File: src/rtl/bf16_mult_pkg.sv
// Shared definitions for the BF16 multiplier arbiter: the arbiter FSM states
// and the BF16 operand width.
package bf16_mult_pkg;

  localparam int BF16_W = 16;

  typedef enum logic [1:0] {
    RUN   = 2'd0,
    DRAIN = 2'd1,
    HALT  = 2'd2
  } arb_state_e;

endpackage

File: src/rtl/rr_arbiter.sv
// Round-robin arbiter: scans the request vector starting at ptr, wrapping
// around, and returns a one-hot grant for the first active request (or zero).
module rr_arbiter
  import bf16_mult_pkg::*;
#(
  parameter int N     = 4,
  parameter int PTR_W = (N > 1) ? $clog2(N) : 1
) (
  input  logic [N-1:0]     req,
  input  logic [PTR_W-1:0] ptr,
  output logic [N-1:0]     grant
);

  logic found;

  // First request at or after ptr (modulo N) wins.
  always_comb begin
    grant = '0;
    found = 1'b0;
    for (int k = 0; k < N; k++) begin
      if (!found && req[(int'(ptr) + k) % N]) begin
        grant[(int'(ptr) + k) % N] = 1'b1;
        found = 1'b1;
      end
    end
  end

endmodule

File: src/rtl/bf16_mult_arbiter.sv
// Shares one external bf16_multiplier among NUM_REQ requesters. Each requester
// may have one op in flight; results land in per-requester slots and are held
// until consumed. halt_req stops issue and drains the multiplier pipe.
// Optional build macro MULT_ARB_STATS_EN adds the busy_cycles issue counter.
module bf16_mult_arbiter
  import bf16_mult_pkg::*;
#(
  parameter int NUM_REQ   = 4,
  parameter int DATA_TYPE = BF16_W,
  parameter int MULT_LAT  = 1
) (
  input  logic                           CLK,
  input  logic                           rst,
  input  logic [NUM_REQ-1:0]             req_valid,
  output logic [NUM_REQ-1:0]             req_ready,
  input  logic [NUM_REQ*DATA_TYPE-1:0]   req_A,
  input  logic [NUM_REQ*DATA_TYPE-1:0]   req_B,
  output logic [DATA_TYPE-1:0]           mult_A,
  output logic [DATA_TYPE-1:0]           mult_B,
  input  logic [DATA_TYPE-1:0]           mult_O,
  output logic [NUM_REQ-1:0]             rsp_valid,
  input  logic [NUM_REQ-1:0]             rsp_ready,
  output logic [NUM_REQ*DATA_TYPE-1:0]   rsp_O,
  input  logic                           halt_req,
  output logic                           halted
`ifdef MULT_ARB_STATS_EN
  ,
  output logic [31:0]                    busy_cycles
`endif
);

  localparam int ID_W = (NUM_REQ > 1) ? $clog2(NUM_REQ) : 1;

  arb_state_e                     state_q, state_d;
  logic [ID_W-1:0]                rr_ptr_q, rr_ptr_d;
  logic [NUM_REQ-1:0]             pending_q, pending_d;
  logic [MULT_LAT:0]              tag_vld_q, tag_vld_d;
  logic [MULT_LAT:0][ID_W-1:0]    tag_id_q, tag_id_d;
  logic [NUM_REQ-1:0]             rsp_valid_q, rsp_valid_d;
  logic [NUM_REQ*DATA_TYPE-1:0]   rsp_o_q, rsp_o_d;
  logic [DATA_TYPE-1:0]           mult_a_q, mult_a_d;
  logic [DATA_TYPE-1:0]           mult_b_q, mult_b_d;

  logic [NUM_REQ-1:0]             eligible;
  logic [NUM_REQ-1:0]             arb_grant;
  logic [NUM_REQ-1:0]             grant;
  logic [NUM_REQ-1:0]             rsp_hs;
  logic                           issue;
  logic [ID_W-1:0]                gnt_id;
  logic                           pipe_empty;
  logic                           cap_vld;
  logic [ID_W-1:0]                cap_id;

  // A requester with an op still outstanding is never considered again.
  assign eligible = req_valid & ~pending_q;

  rr_arbiter #(
    .N     (NUM_REQ),
    .PTR_W (ID_W)
  ) u_rr_arbiter (
    .req   (eligible),
    .ptr   (rr_ptr_q),
    .grant (arb_grant)
  );

  // Grants only leave the block in RUN; encode the winner's index.
  always_comb begin
    grant  = (state_q == RUN) ? arb_grant : '0;
    issue  = |grant;
    gnt_id = '0;
    for (int i = 0; i < NUM_REQ; i++) begin
      if (grant[i]) gnt_id = ID_W'(i);
    end
  end

  assign req_ready  = grant;
  assign pipe_empty = ~|tag_vld_q;
  assign cap_vld    = tag_vld_q[MULT_LAT];
  assign cap_id     = tag_id_q[MULT_LAT];
  assign rsp_hs     = rsp_valid_q & rsp_ready;

  // Halt sequencing: stop issuing, wait for the tag pipe to empty, then park.
  always_comb begin
    state_d = state_q;
    case (state_q)
      RUN:     if (halt_req) state_d = DRAIN;
      DRAIN: begin
        if (!halt_req)       state_d = RUN;
        else if (pipe_empty) state_d = HALT;
      end
      HALT:    if (!halt_req) state_d = RUN;
      default: state_d = RUN;
    endcase
  end

  // Issue path, tag pipe, pending bookkeeping and result slots.
  always_comb begin
    rr_ptr_d = rr_ptr_q;
    mult_a_d = '0;
    mult_b_d = '0;
    if (issue) begin
      rr_ptr_d = (gnt_id == ID_W'(NUM_REQ - 1)) ? '0 : gnt_id + ID_W'(1);
      mult_a_d = req_A[gnt_id*DATA_TYPE +: DATA_TYPE];
      mult_b_d = req_B[gnt_id*DATA_TYPE +: DATA_TYPE];
    end

    tag_vld_d    = '0;
    tag_id_d     = '0;
    tag_vld_d[0] = issue;
    tag_id_d[0]  = gnt_id;
    for (int k = 1; k <= MULT_LAT; k++) begin
      tag_vld_d[k] = tag_vld_q[k-1];
      tag_id_d[k]  = tag_id_q[k-1];
    end

    pending_d   = (pending_q | grant) & ~rsp_hs;
    rsp_valid_d = rsp_valid_q & ~rsp_hs;
    rsp_o_d     = rsp_o_q;
    if (cap_vld) begin
      rsp_valid_d[cap_id]                      = 1'b1;
      rsp_o_d[cap_id*DATA_TYPE +: DATA_TYPE]   = mult_O;
    end
  end

  // State registers; reset discards everything in flight.
  always_ff @(posedge CLK or posedge rst) begin
    if (rst) begin
      state_q     <= RUN;
      rr_ptr_q    <= '0;
      pending_q   <= '0;
      tag_vld_q   <= '0;
      tag_id_q    <= '0;
      rsp_valid_q <= '0;
      rsp_o_q     <= '0;
      mult_a_q    <= '0;
      mult_b_q    <= '0;
    end else begin
      state_q     <= state_d;
      rr_ptr_q    <= rr_ptr_d;
      pending_q   <= pending_d;
      tag_vld_q   <= tag_vld_d;
      tag_id_q    <= tag_id_d;
      rsp_valid_q <= rsp_valid_d;
      rsp_o_q     <= rsp_o_d;
      mult_a_q    <= mult_a_d;
      mult_b_q    <= mult_b_d;
    end
  end

  assign mult_A    = mult_a_q;
  assign mult_B    = mult_b_q;
  assign rsp_valid = rsp_valid_q;
  assign rsp_O     = rsp_o_q;
  assign halted    = (state_q == HALT);

`ifdef MULT_ARB_STATS_EN
  logic [31:0] busy_cycles_q, busy_cycles_d;

  // Saturating count of cycles in which an op was issued.
  always_comb begin
    busy_cycles_d = busy_cycles_q;
    if (issue && (busy_cycles_q != 32'hFFFF_FFFF)) busy_cycles_d = busy_cycles_q + 32'd1;
  end

  // Counter register.
  always_ff @(posedge CLK or posedge rst) begin
    if (rst) busy_cycles_q <= '0;
    else     busy_cycles_q <= busy_cycles_d;
  end

  assign busy_cycles = busy_cycles_q;
`endif

endmodule

File: config.mk
export PLATFORM = sky130hd
export DESIGN_NAME = bf16_mult_arbiter
export DESIGN_NICKNAME = d
export VERILOG_FILES = /design/src/rtl/bf16_mult_pkg.sv /design/src/rtl/rr_arbiter.sv /design/src/rtl/bf16_mult_arbiter.sv
export SDC_FILE = /design/constraint.sdc
export NUM_CORES = 1
export LEC_CHECK = 0
export CAP_MARGIN = 10
export CORE_ASPECT_RATIO = 0.7
export CORE_UTILIZATION = 43
export DETAILED_ROUTE_END_ITERATION = 6
export PLACE_DENSITY_LB_ADDON = 0.1
export SETUP_SLACK_MARGIN = 0.02
export SYNTH_ARGS = -nofsm -noshare
export SYNTH_HDL_FRONTEND = slang
export SYNTH_HIERARCHICAL = 1
export SYNTH_SLANG_ARGS = --single-unit
export TNS_END_PERCENT = 1
File: constraint.sdc
create_clock -name CLK -period 4.8 [get_ports CLK]
set_input_delay 0.96 -clock CLK [delete_from_list [all_inputs] [get_ports CLK]]
set_output_delay 0.96 -clock CLK [all_outputs]
set_load 0.02 [all_outputs]
**After elaboration in Yosys (flattened, before gate mapping)**

Index checks and enable logic that the tools add are counted.
W data, S select, Z words.

- Bits in registers: 114
- Input bits: 155
- Output and inout bits: 105
- Logic and storage cells: 109

- Add/sub/neg operators: 5
- Magnitude comparators: 10
- Equal/unequal tests: 6
- Shift operators: 4
- Mux-type cells: 42
- Bitwise logic cells: 14
- Reduce and logical (&&, ||, !) cells: 18

Operator list:

| cell | number |
|---|---|
| $shiftx A64 B7 Y16 | 2 |
| $bwmux W64 | 1 |
| $shift A16 B34 Y64 const A | 1 |
| $shiftx A16 B34 Y64 | 1 |
| $neg A6 Y34 | 1 |
| $mux W16 | 2 |
| $mux W4 | 6 |
| $or A4 B4 Y4 | 5 |
| $and A4 B4 Y4 | 4 |
| $mux W1 | 16 |
| $mux W2 | 7 |
| $lt A3 B4 Y1 const B | 3 |
| $demux W1 S2 | 5 |
| $ge A3 B1 Y1 const B | 3 |
| $bmux W1 S2 | 4 |
| $logic_and A1 B1 Y1 | 8 |
| $not A4 Y4 | 2 |
| $reduce_or A2 Y1 | 4 |
| $lt A2 B3 Y1 const B | 2 |
| $pmux W2 S3 | 1 |
| $add A2 B1 Y2 const B | 2 |
| $add A2 B2 Y2 const B | 2 |
| $eq A2 B2 Y1 const B | 2 |
| $ge A2 B1 Y1 const B | 2 |
| 8 further kinds | 13 |

**Logic depth before layout (Yosys ltp)**

Gate-level depths: netlist of the first run.

- Depth after elaboration: 20
- Gate-level depth with buffers: 12
- Gate-level depth less buffers: 9

**Modules after synthesis**

The synthesis of the first run kept the hierarchy.

Modules (own cells, without submodules):

| module | times used | cells each | area each (sq um) | seq. area each (sq um) |
|---|---|---|---|---|
| bf16_mult_arbiter | 1 | 485 | 5646.7 | 2852.7 |
| rr_arbiter | 1 | 36 | 337.8 | 0.0 |

**Least setup slack after synthesis of the first run**

OpenSTA, ideal clock, no wires.

- Kind: input to output
- From: in req_valid[3]
- To: out req_ready[2]
- Arrival: 2.957 ns
- Required time: 3.840 ns
- Slack: 0.883 ns
- Stages on the path: 9
- Path buffers: 3
- Cells stage by stage: nor2b_1 > mux4_2 > buf_6 > nor4b_4 > nand2_1 > o211ai_1 > buf_4 > clkbuf_1 > and2_1

- Word-level cells in the longest chain between the ends: 14
- Elaborated cells on any way between the ends: 29
- Classes of those cells: mux: 19; bitwise: 4; reduce/logical: 6

Ends and longest elaborated chain:

| element | RTL line | source |
|---|---|---|
| start, declared | bf16_mult_arbiter.sv:14 | `input logic [NUM_REQ-1:0] req_valid,` |
| $and A4 B4 Y4 (*) | bf16_mult_arbiter.sv:55 | `assign eligible = req_valid & ~pending_q;` |
| $bmux W1 S2 | rr_arbiter.sv:21 | `if (!found && req[(int'(ptr) + k) % N]) begin` |
| $mux W1 (not written as such) | rr_arbiter.sv:21 |  |
| $mux W1 | rr_arbiter.sv:21 |  |
| $logic_not A1 Y1 | rr_arbiter.sv:21 |  |
| $logic_and A1 B1 Y1 | rr_arbiter.sv:21 |  |
| $mux W1 | rr_arbiter.sv:21 |  |
| $logic_not A1 Y1 | rr_arbiter.sv:21 |  |
| $logic_and A1 B1 Y1 | rr_arbiter.sv:21 |  |
| $mux W1 | rr_arbiter.sv:21 |  |
| $logic_not A1 Y1 | rr_arbiter.sv:21 |  |
| $logic_and A1 B1 Y1 | rr_arbiter.sv:21 |  |
| $mux W4 (*) | rr_arbiter.sv:21 |  |
| net arb_grant[2] | bf16_mult_arbiter.sv:45 | `logic [NUM_REQ-1:0] arb_grant;` |
| $mux W4 (*) | bf16_mult_arbiter.sv:68 | `grant = (state_q == RUN) ? arb_grant : '0;` |
| end, declared | bf16_mult_arbiter.sv:15 | `output logic [NUM_REQ-1:0] req_ready,` |

Mark *: on every way through the listed nets, which the timed path passes. The rest lies on a longest branch. The select of a mux whose other input is x is not followed.

**Worst setup path in the final report of the first run**

- From: in req_valid[3]
- To: out req_ready[1]

- Word-level cells in the longest chain between the ends: 14
- Elaborated cells on any way between the ends: 29
- Classes of those cells: mux: 19; bitwise: 4; reduce/logical: 6

Ends and longest elaborated chain:

| element | RTL line | source |
|---|---|---|
| $and A4 B4 Y4 (*) | bf16_mult_arbiter.sv:55 |  |
| net eligible[3] | bf16_mult_arbiter.sv:44 | `logic [NUM_REQ-1:0] eligible;` |
| $bmux W1 S2 | rr_arbiter.sv:21 |  |
| $mux W1 (not written as such) | rr_arbiter.sv:21 |  |
| $mux W1 | rr_arbiter.sv:21 |  |
| $logic_not A1 Y1 | rr_arbiter.sv:21 |  |
| $logic_and A1 B1 Y1 | rr_arbiter.sv:21 |  |
| $mux W1 | rr_arbiter.sv:21 |  |
| $logic_not A1 Y1 | rr_arbiter.sv:21 |  |
| $logic_and A1 B1 Y1 | rr_arbiter.sv:21 |  |
| $mux W1 | rr_arbiter.sv:21 |  |
| $logic_not A1 Y1 | rr_arbiter.sv:21 |  |
| $logic_and A1 B1 Y1 | rr_arbiter.sv:21 |  |
| $mux W4 (*) | rr_arbiter.sv:21 |  |
| net arb_grant[1] | bf16_mult_arbiter.sv:45 |  |
| $mux W4 (*) | bf16_mult_arbiter.sv:68 |  |

Marks and branches as above.

==> out/summary.txt, run 1 <==
Hold WC Path Type -> flip-flop to flip-flop
TNS Setup -> 0 ps
Layout area overhead -> 53.6%
Flops & latches, synth -> 114
Kind of critical path -> input pin to primary output
Critical path startpoint category -> input pin
Hold path cells -> 0
Post-layout min period -> 4590 ps
Iter 0 DRT Violations -> 248
Placed insts -> 928
Slew Limit Fails -> 0
Vias in the first global route -> 5675
Vias per cell -> 5.60
Worst EP arrival -> 3630 ps
Total Power -> 6.71 mW
Synth Flop Type -> dfrtp_1
Worst Hold Launch -> tag_id_d[3]$_DFF_PP0_
Least-Margin Pin Slew -> 1060 ps
# IOs -> 260
Final setup violating endpoints -> 0
Register area share after synthesis -> 47.7%
Status -> finished, final reports clean
Leading area contributor after synthesis -> dfrtp_1
Port buffer count -> 259
Post-CTS Resized -> 0
Initial antenna violation count -> 0
Max Clock Skew -> 7.05 ps
Fin cells -> 960
LEAKAGE -> 3.81 nW
Worst r2r src -> rr_ptr_q[0]$_DFFE_PP0P_
Worst rel slew slack -> 28.8%
Top cell type's share of synthesized area -> 47.7%
DP HPWL -> 13300 µm
Die W -> 143 µm
Max Clk Rate -> 218 MHz
Cell count of the worst reg-to-reg path -> 11
Filler cells -> 981
Nets -> 931
First-pass GRT wire length -> 30400 µm
PwrDens -> 730 nW/µm²
H-tree Lvls -> 4
Clock buffer count from CTS -> 17
Maximum VDD drop -> 0.567 mV
Clock latency at the later pin of the worst-skew pair -> 400 ps
Clock slew at reported path FFs -> 60 ps
Routed vias -> 5374
Post-Syn Area -> 5980 µm²
R2R Path End -> mult_A[15]$_DFF_PP0_
Distinct cells, synth -> 40
Gpl congestion -> 0.818
Unrepaired setup endpoints after global routing -> false
CTS tree -> yes
Largest net degree at the start of global routing -> 100
Synth top area cells -> dfrtp_1, a22o_1, a221oi_2
Post-CTS Setup Inserts -> 0
Post-synth EDFFs -> 0
Diode count -> 0
Most frequent cells in the layout -> clkdlybuf4s50_1, dfrtp_1, a22o_1, nand2_1, a21oi_1
Hold buffers post-CTS -> 0
Gate Count Post-Synth -> 521
Crit-path max FO -> 10
Crit share post-route -> 95.5%
Initial Utilization -> 44.8%
Drt drc -> 0
Synthesized Nets -> 690
All-Layer GR Usage -> 28.0%
Worst Setup End Kind -> primary output
Die height -> 101 µm
Clock Sinks -> 114
Die area -> 14400 µm²
Final hold violation count -> 0
Drt wl/cell -> 20.1 µm
WP data required -> 3840 ps
Synth async-reset ratio -> 100%
Max_cap viols -> 0
Worst reg-to-reg setup slack -> 1000 ps
WL final -> 19300 µm
Final ANT Viol Nets -> 0
Core area -> 13400 µm²
CTS max path bufs -> 2
Share of layout cells above drive strength 1 -> 11.4%
# rows -> 35
Root Buffer -> clkbuf_16
Syn. warnings -> 6
Drt pass-1 iters -> 4
Hold EP -> cap_id[1]$_DFF_PP0_
Total gr overflow -> 0
Most common cell after layout, fill and taps aside -> clkdlybuf4s50_1
Syn_area_per_cell -> 11.5 µm²
## synthesized netlist by cell type, types with 2 or more instances
cell and instances:
dfrtp_1 114, a22o_1 65, nand2_1 45, a21oi_1 38, o22ai_1 33, a21o_1 32, nand3b_1 32, a221oi_2 29
clkbuf_1 17, inv_1 17, ha_1 14, buf_6 11, buf_2 8, buf_4 8, nor2_1 8, nor2b_1 6
a21o_2 4, o211ai_1 4, o21ai_0 4, a221oi_1 3, a2bb2oi_1 3, clkbuf_4 3, and2_1 2, and4_1 2
mux4_1 2, mux4_2 2, nor4b_4 2
## routing by layer
metal	share of wire [%]	vias up	GRT usage [%]
met2	48	196	44.6
met1	42	2681	36.1
li1	-	2470	-
met4	1.9	0	9.76
met5	0	-	0
met3	7.5	27	8.55
## area by class of cell
type	instances	area, µm²	area share [%]
clock buffers	17	425	4.63
clock inverters	15	170	1.85
inverters	17	66.3	0.722
multi-input cells	342	2740	29.9
flip-flops and latches	114	2850	31.0
well taps	185	231	2.52
repair buffers	270	2700	29.4
## per-stage QoR
| stage | hold slack, ps | utilization, % | cell area [µm²] | worst slack [ps] |
|---|---|---|---|---|
| floorplan | 331 | - | 5980 | 824 |
| global placement | 335 | 64.3 | 8590 | 312 |
| detailed placement | 335 | 64.3 | 8590 | 234 |
| CTS | 343 | 68.8 | 9190 | 210 |
| global route | 349 | 68.8 | 9190 | 116 |
| finish | 341 | 68.8 | 9190 | 214 |
## report_power, final
group	total [mW]	internal, mW	leakage [nW]	switching [mW]
clock	1.27	0.779	0.288	0.491
combinational	3.94	1.72	1.99	2.23
sequential	1.50	1.29	1.53	0.210
## critical path: stages
cell,delay [ps]
clkdlybuf4s50_1,390
nor2b_1,160
mux4_2,600
nor4b_4,390
nand2_1,90
o211ai_1,130
nor3b_4,250
clkdlybuf4s50_1,640
## worst max-delay path by stage
| stage | startpoint | to | slack (ps) | depth (start not counted) |
|---|---|---|---|---|
| floorplan | rst | cap_id[0]$_DFF_PP0_ | 820 | 1 |
| global placement | req_valid[3] | req_ready[1] | 310 | 8 |
| detailed placement | req_valid[3] | req_ready[1] | 230 | 8 |
| CTS | req_valid[3] | req_ready[1] | 210 | 8 |
| global route | req_valid[3] | req_ready[1] | 120 | 8 |
| finish | req_valid[3] | req_ready[1] | 210 | 8 |
## state kept, by name (all words and copies together) (netlist names)
name       count
mult_A        16
rsp_valid      4
mult_B        16
pending_q      4
tag_vld_q      2
rsp_O         64
state_q        2
cap_id         2
rr_ptr_q       2
tag_id_d       2
## cell families (layout without fill, tap and decap cells)
group	Yosys count	after routing	share of synthesized area, %
adder cells (fa/ha/maj)	14	14	2.93
AND/OR/NAND/NOR	105	105	10.5
AO/OA/AOI/OAI	219	219	30.8
multiplexers	4	4	1.63
buffers and inverters	65	319	6.48
flip-flops	114	114	47.7
No activity file was read; power rests on OpenSTA's default activity.
==> run 2, diff against run 1 <==
clock period = 5 ns   (was 4.8 ns; I/O delays follow)
==> out/summary.txt, run 2 (same netlist as run 1, synthesis figures left out) <==
Cell count of the worst reg-to-reg path -> 11 (unchanged)
Drt wl/cell -> 20.7 µm (+2.8%)
Core area -> 13400 µm² (unchanged)
Initial Utilization -> 44.8% (unchanged)
First-pass GRT wire length -> 30900 µm (+1.5%)
Crit path max-delay family -> buffers and inverters
Final setup violating endpoints -> 0 (unchanged)
Most common cell after layout, fill and taps aside -> clkdlybuf4s50_1
Placed insts -> 926 (-0.22%)
Most frequent cells in the layout -> clkdlybuf4s50_1, dfrtp_1, a22o_1, nand2_1, a21oi_1
Post-CTS Setup Inserts -> 0 (unchanged)
Post-layout min period -> 4810 ps
PwrDens -> 709 nW/µm² (-2.9%)
Vias in the first global route -> 5622 (-0.93%)
Final Instance Area -> 9220 µm² (+0.35%)
Kind of critical path -> input pin to primary output
Fin util -> 69.0% (+0.24 points)
# IOs -> 260 (unchanged)
Post-CTS Resized -> 0 (unchanged)
Clock latency at the later pin of the worst-skew pair -> 410 ps (about the same)
Crit path buffers/inverters -> 2 (unchanged)
Final hold violation count -> 0 (unchanged)
Worst rel slew slack -> 31.3% (+2.5 points)
WP data required -> 4000 ps (+160 ps)
Clock slew at reported path FFs -> 60 ps (about the same)
Iter 0 DRT Violations -> 280 (+13%)
Worst Setup End Kind -> primary output
Initial antenna violation count -> 0 (unchanged)
LEAKAGE -> 3.81 nW (about the same)
Comb pwr share -> 58.0% (-0.7 points)
Die W -> 143 µm (unchanged)
Gpl congestion -> 0.863 (+5.5%)
Clock power frac -> 20.0% (+1.1 points)
Setup WS post-layout -> 189 ps (-25.5 ps)
Unrepaired setup endpoints after global routing -> false
Seq pwr share -> 22.0% (-0.4 points)
Internal power -> 3.72 mW (-1.7%)
Vias per cell -> 5.69 (+1.6%)
Final ANT Viol Nets -> 0 (unchanged)
CP dominant cell by count -> clkdlybuf4s50_1
Hold buffers post-CTS -> 0 (unchanged)
Crit-path max FO -> 10 (unchanged)
Drt drc -> 0 (unchanged)
Layout area overhead -> 54.1%
Net switching power figure -> 2.82 mW (-3.7%)
Max Clock Skew -> 7.20 ps (+0.153 ps)
Setup WS pre-CTS -> 179 ps (-54.4 ps)
Max Clk Rate -> 208 MHz
Max_cap viols -> 0 (unchanged)
Fin cells -> 958 (-0.21%)
Number of flip-flops under the largest register name -> 64 (unchanged)
Routed vias -> 5448 (+1.4%)
# rows -> 35 (unchanged)
Placed Area -> 8580 µm² (-0.17%)
Clock buffer count from CTS -> 17 (unchanged)
Maximum VDD drop -> 0.498 mV (-12%)
Largest net degree at the start of global routing -> 100 (unchanged)
TNS Setup -> 0 ps (unchanged)
Sw Share -> 43.1% (-0.49 points)
Hold WC Path Type -> flip-flop to flip-flop
CTS tree -> yes
Total gr overflow -> 0 (unchanged)
Crit-path max cell delay -> 640 ps (about the same)
WL final -> 19800 µm (+2.5%)
Least-Margin Pin Slew -> 1030 ps (-37.7 ps)
Share of layout cells above drive strength 1 -> 11.1% (-0.23 points)
Nets -> 929 (-0.21%)
Status -> finished, final reports clean
H-tree Lvls -> 4 (unchanged)
Crit share post-route -> 96.2%
DP HPWL -> 13600 µm (+2.4%)
All-Layer GR Usage -> 28.7% (+0.71 points)
Port buffer count -> 259 (unchanged)
Drt pass-1 iters -> 4 (unchanged)
CTS max path bufs -> 2 (unchanged)
Worst EP arrival -> 3810 ps (+180 ps)
Clock Sinks -> 114 (unchanged)
Diode count -> 0 (unchanged)
Critical path startpoint category -> input pin
Hold path cells -> 0 (unchanged)
Critical path depth -> 8 (unchanged)
Cell Chain, Critical Path -> clkdlybuf4s50_1 -> nor2b_1 -> mux4_2 -> nor4b_4 -> nand2_1 -> o211ai_1 -> nor3b_4 -> clkdlybuf4s50_1
Slew Limit Fails -> 0 (unchanged)
Root Buffer -> clkbuf_16
Crit path max-delay cell type -> clkdlybuf4s50_1
Die area -> 14400 µm² (unchanged)
Die height -> 101 µm (unchanged)
## run 2: final timing paths
kind | from | to | slack, ps
setup / recovery | req_valid[3] | req_ready[1] | 190
max in group asynchronous | rst | rsp_O[3]$_DFFE_PP0P_ | 3020
setup reg to reg | rr_ptr_q[0]$_DFFE_PP0P_ | mult_A[15]$_DFF_PP0_ | 1120
hold reg to reg | tag_id_d[3]$_DFF_PP0_ | cap_id[1]$_DFF_PP0_ | 340
min in group asynchronous | rst | rsp_O[56]$_DFFE_PP0P_ | 1050
hold / removal | tag_id_d[3]$_DFF_PP0_ | cap_id[1]$_DFF_PP0_ | 340
## run 2: through the flow
step / hold slack (ps) / power, mW
CTS: 345 / 6.57
floorplan: 331 / 4.11
detailed placement: 341 / 5.22
global placement: 336 / 5.13
global route: 352 / 6.92
finish: 342 / 6.54
## run 2: final cells by class
type / count / area, µm²
Inverter: 17 / 66.3
Clock inverter: 14 / 204
Clock buffer: 18 / 439
Multi-Input combinational cell: 342 / 2740
Timing Repair Buffer: 268 / 2690
Sequential cell: 114 / 2850
Tap cell: 185 / 231
Fill cell: 949 / 4130
## run 2: power by group through the flow
stage | registers, mW | logic (mW) | clock network [mW]
final | 1.44 | 3.80 | 1.31
after global routing | 1.47 | 4.07 | 1.38
after global placement | 1.44 | 3.70 | 0
after floorplan | 1.71 | 2.40 | 0
after detailed placement | 1.44 | 3.78 | 0
after CTS | 1.44 | 3.80 | 1.33
## run 2: metal layers
layer / wire, µm / global-route usage [%] / vias to the layer above / share of wire [%]
met3: 1570 / 8.74 / 41 / 7.9
met5: 0 / 0 / - / 0
met2: 9360 / 46.5 / 234 / 47
li1: - / - / 2461 / -
met1: 8290 / 36.0 / 2712 / 42
met4: 564 / 11.3 / 0 / 2.9
==> run 3, diff against run 2 <==
ABC_AREA = 1   (was unset)
CORE_ASPECT_RATIO = unset   (was 0.7)
==> out/summary.txt, run 3 <==
Status -> finished, final reports clean
Drt wl/cell -> 15.0 µm (-28%)
Critical path depth -> 14 (+6)
Gpl congestion -> 0.845 (-2.1%)
Leading area contributor after synthesis -> dfrtp_1
Max Clk Rate -> 240 MHz (+15%)
Hold path cells -> 0 (unchanged)
Hold EP -> cap_id[0]$_DFF_PP0_
Distinct cells, synth -> 24 (-40%)
Most frequent cell after synthesis -> nand2_1
Post-layout min period -> 4170 ps (-640 ps)
Final Instance Area -> 9430 µm² (+2.2%)
Vias in the first global route -> 5726 (+1.8%)
Drt pass-1 iters -> 5 (+1)
Root Buffer -> clkbuf_16
Clock Sinks -> 114 (unchanged)
Worst reg-to-reg setup slack -> 1490 ps (+370 ps)
Syn_area_per_cell -> 7.43 µm² (-35%)
Flops & latches, synth -> 114 (unchanged)
Crit share post-route -> 83.4% (-13 points)
R2R Path End -> mult_A[11]$_DFF_PP0_
Total gr overflow -> 0 (unchanged)
Nets -> 1237 (+33%)
Worst r2r src -> rr_ptr_q[0]$_DFFE_PP0P_
Post-synth EDFFs -> 0 (unchanged)
Number of flip-flops under the largest register name -> 64 (unchanged)
Clock slew at reported path FFs -> 50 ps (about the same)
Cell count of the worst reg-to-reg path -> 16 (+5)
CTS max path bufs -> 2 (unchanged)
Clock buffer count from CTS -> 17 (unchanged)
Gate Count Post-Synth -> 824 (+58%)
Crit path max-delay cell type -> clkdlybuf4s50_1
CP dominant cell by count -> nand2_1
Largest net degree at the start of global routing -> 68 (-32%)
Cell Chain, Critical Path -> clkdlybuf4s50_1 -> inv_1 -> nor2_1 -> inv_1 -> nand2_1 -> nand3_1 -> nand2_1 -> nand2_2 -> nor2_4 -> nand2_1 -> nand3_1 -> nand2_1 -> inv_1 -> clkdlybuf4s50_1
Final ANT Viol Nets -> 0 (unchanged)
Final setup violating endpoints -> 0 (unchanged)
PwrDens -> 711 nW/µm² (+0.24%)
Iter 0 DRT Violations -> 430 (+54%)
TNS Setup -> 0 ps (unchanged)
Routed vias -> 6234 (+14%)
Hold WC Path Type -> flip-flop to flip-flop
Most common cell after layout, fill and taps aside -> clkdlybuf4s50_1
DP HPWL -> 13200 µm (-3.1%)
Clock latency at the later pin of the worst-skew pair -> 410 ps (about the same)
Max_cap viols -> 0 (unchanged)
Slew Limit Fails -> 0 (unchanged)
Most frequent cells in the layout -> clkdlybuf4s50_1, nand2_1, inv_1, dfrtp_1, nand3_1
Synthesized Nets -> 993 (+44%)
Initial antenna violation count -> 0 (unchanged)
Drt drc -> 0 (unchanged)
Core area -> 13900 µm² (+3.9%)
Share of layout cells above drive strength 1 -> 5.00% (-6.1 points)
# IOs -> 260 (unchanged)
Die W -> 121 µm (-15%)
Filler cells -> 1224 (+29%)
Synth async-reset ratio -> 100% (unchanged)
Least-Margin Pin Slew -> 855 ps (-171 ps)
Worst Hold Launch -> tag_id_d[2]$_DFF_PP0_
Syn. warnings -> 6 (unchanged)
Unrepaired setup endpoints after global routing -> false
Register area share after synthesis -> 46.6% (-1.1 points)
Synth top area cells -> dfrtp_1, nand2_1, inv_1
Crit-path max FO -> 4 (-6)
Crit path max-delay family -> buffers and inverters
Maximum VDD drop -> 0.379 mV (-24%)
Placed Area -> 8790 µm² (+2.5%)
Top cell type's share of synthesized area -> 46.6% (-1.1 points)
Die height -> 121 µm (+21%)
Crit-path max cell delay -> 610 ps (-30 ps)
Diode count -> 0 (unchanged)
All-Layer GR Usage -> 25.9% (-2.8 points)
Synth Flop Type -> dfrtp_1
WP data required -> 4000 ps (about the same)
First-pass GRT wire length -> 29100 µm (-5.8%)
# rows -> 43 (+23%)
Final hold violation count -> 0 (unchanged)
Worst EP arrival -> 3170 ps (-640 ps)
Hold buffers post-CTS -> 0 (unchanged)
Layout area overhead -> 53.9%
Vias per cell -> 4.95 (-13%)
Post-CTS Setup Inserts -> 0 (unchanged)
Post-Syn Area -> 6130 µm² (+2.4%)
Crit path buffers/inverters -> 5 (+3)
Worst rel slew slack -> 42.8% (+11 points)
Critical path startpoint category -> input pin
H-tree Lvls -> 4 (unchanged)
Worst Setup End Kind -> primary output
Kind of critical path -> input pin to primary output
Die area -> 14700 µm² (+2.3%)
Initial Utilization -> 44.1% (-0.67 points)
CTS tree -> yes
Top cells by count, synth -> nand2_1, inv_1, dfrtp_1, nand3_1, a21oi_1
Port buffer count -> 259 (unchanged)
Post-CTS Resized -> 0 (unchanged)
WL final -> 18800 µm (-4.8%)
Max Clock Skew -> 10.2 ps (+2.97 ps)
LEAKAGE -> 4.68 nW (+23%)
-- run 3: final cells by class --
type / instances / area (µm²) / share of cell area (%)
Multi-Input combinational cell: 488 / 2370 / 25.2
Clock inverter: 9 / 153 / 1.62
Inverter: 181 / 682 / 7.23
Sequential cell: 114 / 2850 / 30.3
Clock buffer: 22 / 484 / 5.14
Tap cell: 180 / 225 / 2.39
Timing Repair Buffer: 266 / 2660 / 28.2
-- run 3: worst max path at each step --
stage | from | endpoint | slack [ps]
after floorplan | rst | cap_id[0]$_DFF_PP0_ | 980
after global placement | req_valid[0] | req_ready[1] | 860
after detailed placement | req_valid[2] | req_ready[1] | 860
after CTS | req_valid[3] | req_ready[1] | 850
after global routing | req_valid[3] | req_ready[1] | 640
final | req_valid[3] | req_ready[1] | 830
-- run 3: cell families after synthesis --
group,count (synthesis),share of synthesized area [%]
AO/OA/AOI/OAI,140,12.1
flip-flops,114,46.6
buffers and inverters,222,14.9
AND/OR/NAND/NOR,334,23.6
adder cells (fa/ha/maj),14,2.86
-- run 3: power breakdown --
group	switching [mW]	internal, mW	total [mW]
combinational	2.38	1.44	3.82
sequential	0.243	1.34	1.58
clock	0.420	0.881	1.30
total	3.04	3.66	6.70
-- run 3: metrics by stage --
stage / total power, mW / setup WS (ps) / hold slack [ps] / cells / utilization, %
after floorplan: 4.09 / 984 / 331 / 824 / -
after global placement: 5.36 / 865 / 332 / 1229 / 63.3
after detailed placement: 5.40 / 862 / 336 / 1229 / 63.3
after CTS: 6.73 / 852 / 350 / 1260 / 67.9
after global routing: 7.20 / 636 / 358 / 1260 / 67.9
final: 6.70 / 829 / 348 / 1260 / 67.9
-- run 3: routing by layer --
layer,vias to the layer above,wire (µm),track usage (%)
met4,0,501,10.5
met1,2883,7560,31.3
met3,34,1640,7.85
li1,3041,-,-
met5,-,0,0
met2,276,9140,42.9
